$ cat config.mk
export PLATFORM = sky130hd
export DESIGN_NAME = pp_tree9_pipe
export DESIGN_NICKNAME = d
export VERILOG_FILES = /design/src/rtl/pp_tree9_pipe.sv
export SDC_FILE = /design/constraint.sdc
export NUM_CORES = 1
export LEC_CHECK = 0
export CORE_MARGIN = 4
export CORE_UTILIZATION = 50
export DETAILED_ROUTE_END_ITERATION = 7
export DONT_BUFFER_PORTS = 1
export SLEW_MARGIN = 30
export SYNTH_ARGS = -nofsm -noshare
export SYNTH_HDL_FRONTEND = slang
export SYNTH_SLANG_ARGS = --single-unit
$ cat constraint.sdc
create_clock -name clk -period 6.49 [get_ports clk]
set_input_delay 1.298 -clock clk [delete_from_list [all_inputs] [get_ports clk]]
set_output_delay 1.298 -clock clk [all_outputs]
set_load 0.01 [all_outputs]
$ cat src/rtl/pp_tree9_pipe.sv
// pp_tree9_pipe: nine-row carry-save reduction (4:2 / 3:2 cells) with optional CPA.
// Each stage boundary can be an elastic {valid, data, tag} slot or a plain wire.
module pp_tree9_pipe #(
    parameter int         W         = 32,
    parameter int         MODE      = 1,
    parameter logic [2:0] STAGE_REG = 3'b111,
    parameter int         TAG_W     = 4
) (
    input  logic               clk,
    input  logic               rst_n,
    input  logic               in_valid,
    output logic               in_ready,
    input  logic [9*W-1:0]     pp_i,
    input  logic [TAG_W-1:0]   in_tag,
    output logic               out_valid,
    input  logic               out_ready,
    output logic [W-1:0]       res_o,
    output logic [W-1:0]       car_o,
    output logic [TAG_W-1:0]   out_tag
);

    localparam int D1  = 4*W + TAG_W;
    localparam int D2  = 2*W + TAG_W;
    localparam bit EN1 = STAGE_REG[0];
    localparam bit EN2 = STAGE_REG[1];
    localparam bit EN3 = STAGE_REG[2] && (MODE == 1);

    // Returns {carry, sum}; the carry word is unshifted, the bit leaving W-1 is dropped by the caller's shift.
    function automatic logic [2*W-1:0] csa42(input logic [W-1:0] a, input logic [W-1:0] b,
                                             input logic [W-1:0] c, input logic [W-1:0] d);
        logic [W-1:0] sm;
        logic [W-1:0] cy;
        logic         s1;
        logic         co;
        logic         ci;
        ci = 1'b0;
        for (int i = 0; i < W; i++) begin
            s1    = a[i] ^ b[i] ^ c[i];
            co    = (a[i] & b[i]) | (a[i] & c[i]) | (b[i] & c[i]);
            sm[i] = s1 ^ d[i] ^ ci;
            cy[i] = (s1 & d[i]) | (s1 & ci) | (d[i] & ci);
            ci    = co;
        end
        return {cy, sm};
    endfunction

    function automatic logic [2*W-1:0] csa32(input logic [W-1:0] a, input logic [W-1:0] b,
                                             input logic [W-1:0] c);
        return {(a & b) | (a & c) | (b & c), a ^ b ^ c};
    endfunction

    logic [2*W-1:0] w_grp_a;
    logic [2*W-1:0] w_grp_b;
    logic [2*W-1:0] w_grp_c;
    logic [2*W-1:0] w_grp_d;
    logic [D1-1:0]  w_d1_in;
    logic [D1-1:0]  w_d1;
    logic [D2-1:0]  w_d2_in;
    logic [D2-1:0]  w_d2;
    logic [D2-1:0]  w_d3_in;
    logic [D2-1:0]  w_d3;
    logic           w_v1;
    logic           w_v2;
    logic           w_rdy1;
    logic           w_rdy2;

    // stage 1: two 4:2 groups, then fold P8 into the low group with a 3:2
    always_comb begin
        w_grp_a = csa42(pp_i[0*W +: W], pp_i[1*W +: W], pp_i[2*W +: W], pp_i[3*W +: W]);
        w_grp_b = csa42(pp_i[4*W +: W], pp_i[5*W +: W], pp_i[6*W +: W], pp_i[7*W +: W]);
        w_grp_c = csa32(w_grp_a[W-1:0], w_grp_a[2*W-1:W] << 1, pp_i[8*W +: W]);
        w_d1_in = {in_tag, w_grp_c[W-1:0], w_grp_c[2*W-1:W] << 1,
                   w_grp_b[W-1:0], w_grp_b[2*W-1:W] << 1};
    end

    generate
        if (EN1) begin : g_slot_p0
            logic          r_vld_p0;
            logic [D1-1:0] r_dat_p0;
            always_ff @(posedge clk) begin
                if (!rst_n) begin
                    r_vld_p0 <= 1'b0;
                    r_dat_p0 <= '0;
                end else if (in_ready) begin
                    r_vld_p0 <= in_valid;
                    if (in_valid) r_dat_p0 <= w_d1_in;
                end
            end
            assign in_ready = !r_vld_p0 || w_rdy1 || !rst_n;
            assign w_v1     = r_vld_p0;
            assign w_d1     = r_dat_p0;
        end else begin : g_wire_p0
            assign in_ready = w_rdy1;
            assign w_v1     = in_valid;
            assign w_d1     = w_d1_in;
        end
    endgenerate

    // stage 2: final 4:2 merges both groups into one sum/carry pair
    always_comb begin
        w_grp_d = csa42(w_d1[4*W-1 -: W], w_d1[3*W-1 -: W], w_d1[2*W-1 -: W], w_d1[W-1:0]);
        w_d2_in = {w_d1[D1-1 -: TAG_W], w_grp_d[W-1:0], w_grp_d[2*W-1:W] << 1};
    end

    generate
        if (EN2) begin : g_slot_p1
            logic          r_vld_p1;
            logic [D2-1:0] r_dat_p1;
            always_ff @(posedge clk) begin
                if (!rst_n) begin
                    r_vld_p1 <= 1'b0;
                    r_dat_p1 <= '0;
                end else if (w_rdy1) begin
                    r_vld_p1 <= w_v1;
                    if (w_v1) r_dat_p1 <= w_d2_in;
                end
            end
            assign w_rdy1 = !r_vld_p1 || w_rdy2 || !rst_n;
            assign w_v2   = r_vld_p1;
            assign w_d2   = r_dat_p1;
        end else begin : g_wire_p1
            assign w_rdy1 = w_rdy2;
            assign w_v2   = w_v1;
            assign w_d2   = w_d2_in;
        end
    endgenerate

    // stage 3: carry-propagate add in resolved mode, redundant pair otherwise
    always_comb begin
        w_d3_in = w_d2;
        if (MODE == 1) begin
            w_d3_in = {w_d2[D2-1 -: TAG_W], w_d2[2*W-1 -: W] + w_d2[W-1:0], {W{1'b0}}};
        end
    end

    generate
        if (EN3) begin : g_slot_p2
            logic          r_vld_p2;
            logic [D2-1:0] r_dat_p2;
            always_ff @(posedge clk) begin
                if (!rst_n) begin
                    r_vld_p2 <= 1'b0;
                    r_dat_p2 <= '0;
                end else if (w_rdy2) begin
                    r_vld_p2 <= w_v2;
                    if (w_v2) r_dat_p2 <= w_d3_in;
                end
            end
            assign w_rdy2    = !r_vld_p2 || out_ready || !rst_n;
            assign out_valid = r_vld_p2;
            assign w_d3      = r_dat_p2;
        end else begin : g_wire_p2
            assign w_rdy2    = out_ready;
            assign out_valid = w_v2;
            assign w_d3      = w_d3_in;
        end
    endgenerate

    assign out_tag = w_d3[D2-1 -: TAG_W];
    assign res_o   = w_d3[2*W-1 -: W];
    assign car_o   = w_d3[W-1:0];

endmodule

# Yosys cells after proc, flatten, opt, wreduce, memory -nomap -nowiden

Cells that the tools add are included.

Input bits: 296
Register bits after elaboration: 235
Logic and storage cells: 1319

Add/sub/neg operators: 1
Bitwise gates (word level): 1299
Reductions and logical operators: 13

Operators with widths:

| kind                | count |
|---|---|
| bitwise AND 1 bit   | 549 |
| XOR 1 bit           | 379 |
| bitwise OR 1 bit    | 364 |
| bitwise AND 31 bit  | 3 |
| XOR 32 bit          | 2 |
| bitwise OR 31 bit   | 2 |
| adder 32 bit        | 1 |
| logical OR 1 bit    | 6 |
| AND reduction 2 bit | 3 |
| zero test 1 bit     | 4 |

# Logic depth before layout (Yosys ltp)

Gate-level depths: netlist of run 1.

Depth after elaboration: 9
Gate-level depth with buffers: 10

# Least setup slack after synthesis of run 1

No wires, ideal clock.

Kind: input to output
Start: in out_ready
End: out in_ready
Stages: 3
Buffers on the path: 1
Setup slack: 3.376 ns
Required time: 5.192 ns
Data arrival time: 1.816 ns
Cell sequence: nor2b_1 -> clkbuf_1 -> nand4_1

Word-level cells in the longest chain between the ends: 6

Ends and longest elaborated chain:

| item                          | line | source |
|---|---|---|
| start: declaration            | 16   | `input logic out_ready,` |
| logical OR 1 bit (2 in a row) | 149  | `assign w_rdy2 = !r_vld_p2 \|\| out_ready \|\| !rst_n;` |
| logical OR 1 bit (2 in a row) | 118  | `assign w_rdy1 = !r_vld_p1 \|\| w_rdy2 \|\| !rst_n;` |
| logical OR 1 bit (2 in a row) | 89   | `assign in_ready = !r_vld_p0 \|\| w_rdy1 \|\| !rst_n;` |
| end: declaration              | 12   | `output logic in_ready,` |

Every way passes these cells.

# Final worst setup path of run 1

Ends and elaborated chain as after synthesis.

==> metrics.txt, run 1 <==
Avg WL per Cell 18.6 um; max-cap viol count 0; io pins 366; outcome finished clean; slowest library cell on the worst path nand4_1; unique cell type count in the Yosys netlist 60; Post-synth top flop dfxtp_1; Hold Crit Class flop to flop; Reg-to-Reg Start out_valid$_SDFFE_PN0P_; via count 9963; worst endpoint required time 5190 ps; DRT Pass-1 Iters 4; Crit Path Max Fanout 6; RSZ-0062 raised after global routing false; max-slew headroom at the worst pin 37.9%; Worst Setup Start Kind primary input; pwr/cell area 263 mW/mm^2; Crit Path Category primary input to primary output; clk_skew 19.4 ps; Min Clock Period, post-route 3370 ps; final number of hold-violating endpoints 0; Critical Path Source out_ready; total wire length 34800 um; period utilisation layout 51.9%; fmax 297 MHz; clk root buf clkbuf_16; DRC violations left 0; GRT Resource Usage Total 21.7%; Yosys top cell by area dfxtp_1; Die Area 0.0315 mm^2; IO Port Bufs 0; initial antenna violation count 0; vias in the first global route 10000; worst-margin pin slew 932 ps; area grow syn2layout 6.42%; max-slew violation count 0; die width 177 um; CP cell instances nor2b_1 > nand4_1; DIE HEIGHT 177 um; Critical Path Stages 2; Antenna diodes 0; count of flip-flops with a built-in enable after synthesis 0; CTS max path bufs 3; DRT iter0 DRCs 598; grt total ovfl 0; final core area utilization 54.4%; mapped cell area 0.0144 mm^2; Static Leak 5.92 nW; DP HPWL 27100 um; largest net degree at the start of global routing 126; mean post-synth cell area 9.44 um^2; maximum VDD drop 0.000168 V; part of the Yosys area used for sequential elements 32.8%; crit-path leading delay family simple AND/OR/NAND/NOR gates; buffers inserted by post-CTS timing repair 0; main area contributors after synthesis dfxtp_1, fa_1, nand2_1, a21oi_1, ha_1; CTS buffer count 25; max incr delay on CP 450 ps; arrival time at the worst endpoint 2070 ps; hold_ws 458 ps; #FFs+latches synth 235; crit path capture in_ready; async set or reset register ratio after synthesis 0%; GP Congestion 0.859; clk slew on worst S/H paths 60 ps; area share of the largest cell type after synthesis 32.8%; PostCTS Resize Cnt 0; htree depth 1; reg-to-reg endpoint g_slot_p0.r_dat_p0[112]$_SDFFE_PN0P_; Final ANT Viol Nets 0; first-pass GRT wire length 54800 um; latest clock arrival within the worst-skew pair 530 ps; CTS Sinks 235; setup TNS 0 ps; reg2reg path depth 6; initial cell density of the core 51.1%; layout cells sized above 1 4.76%; R2R setup slack 3770 ps; Post-Syn Instances 1521; # nets final 2015; Buffers & Inverters on Critical Path 0; WHS Path Cells 2; Final setup viols 0; hold buffer count at cts 0; num rows 61; Avg Vias per Cell 5.33; core area 0.0281 mm^2; critical path capture point type primary output; warnings from Yosys 0; CTS tree yes
==> cells by family (layout without fill, tap and decap cells) <==
kind of cell / count (synthesis) / in the layout / share of synthesized area (%)
other: 1 / 32 / 0.0261
xor gates and xnor gates: 24 / 24 / 1.46
and+or+nand+nor: 542 / 542 / 15.4
adders and majority gates: 246 / 246 / 32.6
buffers and inverters: 137 / 77 / 4.50
AOI/OAI and AO/OA: 333 / 333 / 13.1
muxes: 3 / 3 / 0.209
DFF: 235 / 235 / 32.8
==> metrics by stage <==
stage	cells	power (mW)	area, um^2	setup WS [ps]
after floorplan	1552	2.40	14500	3380
final	1870	4.02	15300	3120
after global placement	1824	2.65	14500	2780
after detailed placement	1824	2.66	14500	2680
after CTS	1870	4.07	15300	3190
after global routing	1870	4.29	15300	3030
==> cells in the mapped netlist (2+ instances only) <==
master and instances:
o21a_1 5, and2_1 4, nor3_1 12, ha_1 33
buf_1 7, nor2_1 25, a21boi_0 2, inv_1 22
buf_2 10, xnor2_1 21, nor2b_1 3, o211ai_1 5
a211oi_1 5, nand4_1 12, mux2i_1 3, a21oi_2 3
a211oi_2 2, xor2_1 3, nand3_1 17, nand3b_1 3
buf_4 32, dfxtp_1 235, o21ai_0 30, a32o_1 3
o21ba_2 3, o31ai_1 2, and3_1 4, fa_1 213
nand2_1 449, clkbuf_1 65, a21oi_1 246, a211o_1 3
or3_1 5, a21o_1 7, o211a_1 2
==> power by group <==
group	total [mW]	internal (mW)	switching (mW)
registers	1.69	1.58	0.106
logic	0.943	0.418	0.526
clock network	1.39	0.799	0.594
total	4.02	2.80	1.23
==> layer usage <==
metal / GRT usage, % / share of wire [%] / up-vias
met5: 0 / 0 / -
met4: 2.93 / 0.86 / 0
met3: 3.98 / 6.6 / 20
met2: 32.1 / 44 / 291
met1: 34.1 / 48 / 4797
li1: - / - / 4855
==> registers in the layout, indices dropped and copies added (netlist names) <==
signal / count
g_slot_p1.r_vld_p1: 1
g_slot_p0.r_vld_p0: 1
out_valid: 1
g_slot_p0.r_dat_p0: 130
g_slot_p1.r_dat_p1: 66
g_slot_p2.r_dat_p2: 36
==> cell type report <==
class                           instances  area, um^2
Sequential cell                       235        4700
Clock inverter                         13         106
Clock buffer                           33         696
Tap cell                              378         473
Fill cell                            2669       12800
Timing Repair Buffer                    8        63.8
Multi-Input combinational cell       1180        9150
Inverter                               23        91.3
==> how the worst min path moves through the flow <==
| stage | end | slack (ps) | startpoint |
|---|---|---|---|
| finish | g_slot_p0.r_dat_p0[128]$_SDFFE_PN0P_ | 460 | g_slot_p0.r_dat_p0[128]$_SDFFE_PN0P_ |
| floorplan | g_slot_p1.r_dat_p1[64]$_SDFFE_PN0P_ | 430 | g_slot_p0.r_dat_p0[128]$_SDFFE_PN0P_ |
| CTS | g_slot_p0.r_dat_p0[1]$_SDFFE_PN0P_ | 460 | g_slot_p0.r_dat_p0[1]$_SDFFE_PN0P_ |
| global route | g_slot_p1.r_dat_p1[66]$_SDFFE_PN0P_ | 480 | g_slot_p0.r_dat_p0[130]$_SDFFE_PN0P_ |
| detailed placement | g_slot_p0.r_dat_p0[1]$_SDFFE_PN0P_ | 450 | g_slot_p0.r_dat_p0[1]$_SDFFE_PN0P_ |
| global placement | g_slot_p2.r_dat_p2[32]$_SDFFE_PN0P_ | 440 | g_slot_p1.r_dat_p1[32]$_SDFFE_PN0P_ |
==> cells in the final DEF, fill, tap and decap left out, drive strengths merged, types with 21 or more instances in the layout <==
cell type,Yosys,final
nand2,449,449
conb,1,32
clkbuf,65,33
o21ai,31,31
inv,23,26
xnor2,21,21
fa,213,213
dfxtp,235,235
ha,33,33
nor2,25,25
a21oi,249,249
(Power assumes the default switching activity.)
==> run 2, diff against run 1 <==
Settings changed: ABC_AREA set to 1.
Clock period 6.49 ns to 3.2 ns, I/O delays scaled along.
==> metrics.txt, run 2 <==
DRT iter0 DRCs 549 (-8.2%); Avg WL per Cell 17.1 um (-8.0%); layout cells sized above 1 3.31% (-1.5 points); setup TNS 0 ps (unchanged); unique cell type count in the Yosys netlist 30 (-50%); slowest library cell on the worst path fa_1; latest clock arrival within the worst-skew pair 550 ps (+20 ps); Avg Vias per Cell 5.00 (-6.2%); core area 0.0297 mm^2 (+5.8%); die width 182 um (+2.3%); num rows 63 (+3.3%); Post-Syn Instances 1774 (+17%); most frequent cells in the layout nor2_1, dfxtp_1, nand2_1, fa_1, o21ai_0; commonest non-fill, non-tap cell in the layout nor2_1; DRT Pass-1 Iters 5 (+1); clk root buf clkbuf_16; critical path capture point type flop; DP HPWL 28900 um (+6.5%); grt total ovfl 0 (unchanged); Die Area 0.0330 mm^2 (+4.7%); htree depth 1 (unchanged); io pins 366 (unchanged); Post-synth top flop dfxtp_1; GP Congestion 0.874 (+1.7%); Hold Crit Class primary input to flop; Crit Path Category flop to flop; via count 10700 (+7.5%); count of flip-flops with a built-in enable after synthesis 0 (unchanged); CTS Sinks 235 (unchanged); outcome finished clean; Static Leak 7.28 nW (+23%); area post-placement 0.0151 mm^2 (+4.4%); largest reg by FF count g_slot_p0.r_dat_p0; worst endpoint required time 3640 ps (-1550 ps); top post-synthesis cells by count nor2_1, dfxtp_1, nand2_1; CP cell instances ha_1 > inv_1 > fa_1 > inv_1 > nand3_1 > nand3_1 > nand3_1 > nand3_1 > nand2_1 > nand3_1 > nand3_1 > nand2_1 > inv_1; Worst Setup Start Kind flop; HP Start out_ready; final core area utilization 53.7% (-0.67 points); fmax 419 MHz; DRC violations left 0 (unchanged); total wire length 36700 um (+5.4%); part of the Yosys area used for sequential elements 31.2% (-1.5 points); Antenna diodes 0 (unchanged); async set or reset register ratio after synthesis 0% (unchanged); max incr delay on CP 400 ps (-50 ps); max-cap viol count 0 (unchanged); Buffers & Inverters on Critical Path 3 (+3); warnings from Yosys 0 (unchanged); final number of hold-violating endpoints 0 (unchanged); Min Clock Period, post-route 2390 ps; area grow syn2layout 6.03%; mapped cell area 0.0151 mm^2 (+4.9%); max FFs per register 130 (unchanged); first-pass GRT wire length 58200 um (+6.2%); max-slew headroom at the worst pin 43.1% (+5.2 points); initial cell density of the core 50.7% (-0.44 points); buffers inserted by post-CTS timing repair 0 (unchanged); arrival time at the worst endpoint 2830 ps (+760 ps); IO Port Bufs 0 (unchanged); Crit Path Max Fanout 4 (-2); fin area 0.0160 mm^2 (+4.5%); #FFs+latches synth 235 (unchanged); Reg-to-Reg Start g_slot_p1.r_dat_p1[2]$_SDFFE_PN0P_; pwr/cell area 528 mW/mm^2 (+100%); count leader, synth nor2_1; GRT Resource Usage Total 21.8% (+0.13 points); crit-path most repeated cell nand3_1; period utilisation layout 74.5%; max-slew violation count 0 (unchanged); Critical Path Source g_slot_p1.r_dat_p1[2]$_SDFFE_PN0P_; largest net degree at the start of global routing 208 (+65%); Final ANT Viol Nets 0 (unchanged); vias in the first global route 10900 (+9.2%); hold buffer count at cts 0 (unchanged); CTS max path bufs 3 (unchanged); initial antenna violation count 0 (unchanged); mean post-synth cell area 8.49 um^2 (-10%); DIE HEIGHT 182 um (+2.3%); crit-path leading delay family simple AND/OR/NAND/NOR gates; clk slew on worst S/H paths 60 ps (about the same); largest registers g_slot_p0.r_dat_p0 x130, g_slot_p1.r_dat_p1 x66, g_slot_p2.r_dat_p2 x36; clk_skew 16.9 ps (-2.47 ps); Final setup viols 0 (unchanged); maximum VDD drop 0.000480 V (+180%); Yosys top cell by area dfxtp_1; # nets final 2276 (+13%); PostCTS Resize Cnt 0 (unchanged); area share of the largest cell type after synthesis 31.2% (-1.5 points); RSZ-0062 raised after global routing false; CTS tree yes; main area contributors after synthesis dfxtp_1, fa_1, nor2_1, nand2_1, o21ai_0; CTS buffer count 26 (+4.0%); worst-margin pin slew 852 ps (-79.3 ps)
[run 2: cell count changes in the layout (fill, tap and decap cells not counted), moves of 61 or more]
cell     delta
a21oi_1   -216
inv_1     +122
nand2_1   -233
nor2_1    +462
o21ai_0   +127
o21ai_1    +61
[run 2: metrics by stage]
stage	hold WS, ps	total power, mW	worst slack (ps)	instances
2_1_floorplan	450	4.98	814	1805
3_3_place_gp	462	5.51	647	2096
3_5_place_dp	469	5.53	659	2096
4_1_cts	176	8.54	781	2143
5_1_grt	187	9.01	575	2143
6_report	202	8.44	815	2143
[run 2: worst paths after layout]
path                                                             to  slack (ps)  depth (start not counted)
worst max-delay path            g_slot_p2.r_dat_p2[62]$_SDFFE_PN0P_         810                         13
worst min-delay path                         out_valid$_SDFFE_PN0P_         200                          1
worst max register to register  g_slot_p2.r_dat_p2[62]$_SDFFE_PN0P_         810                         13
worst min register to register  g_slot_p1.r_dat_p1[45]$_SDFFE_PN0P_         490                          2
[run 2: routing by layer]
layer,track usage (%),wire length [um],vias up
met3,3.81,1900,40
li1,-,-,5374
met5,0,0,-
met4,3.69,574,0
met1,31.8,17400,5020
met2,34.9,16900,279
[run 2: cells by family after synthesis]
family                   share of synthesized area [%]
AND/OR/NAND/NOR                                   19.5
AO/OA/AOI/OAI                                     8.72
buffers and inverters                             8.03
adder cells (fa/ha/maj)                           31.1
flip-flops                                        31.2
XOR/XNOR                                          1.45
other                                           0.0249
[run 2: power breakdown]
group          internal, mW  switching (mW)  total (mW)
clock                  1.77            1.21        2.98
combinational         0.889            1.12        2.01
sequential             3.22           0.228        3.45
[run 2: cell type report]
cell class,count,area [um^2]
Inverter,146,551
Clock inverter,7,85.1
Timing Repair Buffer,8,85.1
Sequential cell,235,4700
Tap cell,390,488
Multi-Input combinational cell,1317,9270
Clock buffer,40,783
Fill cell,2839,13700
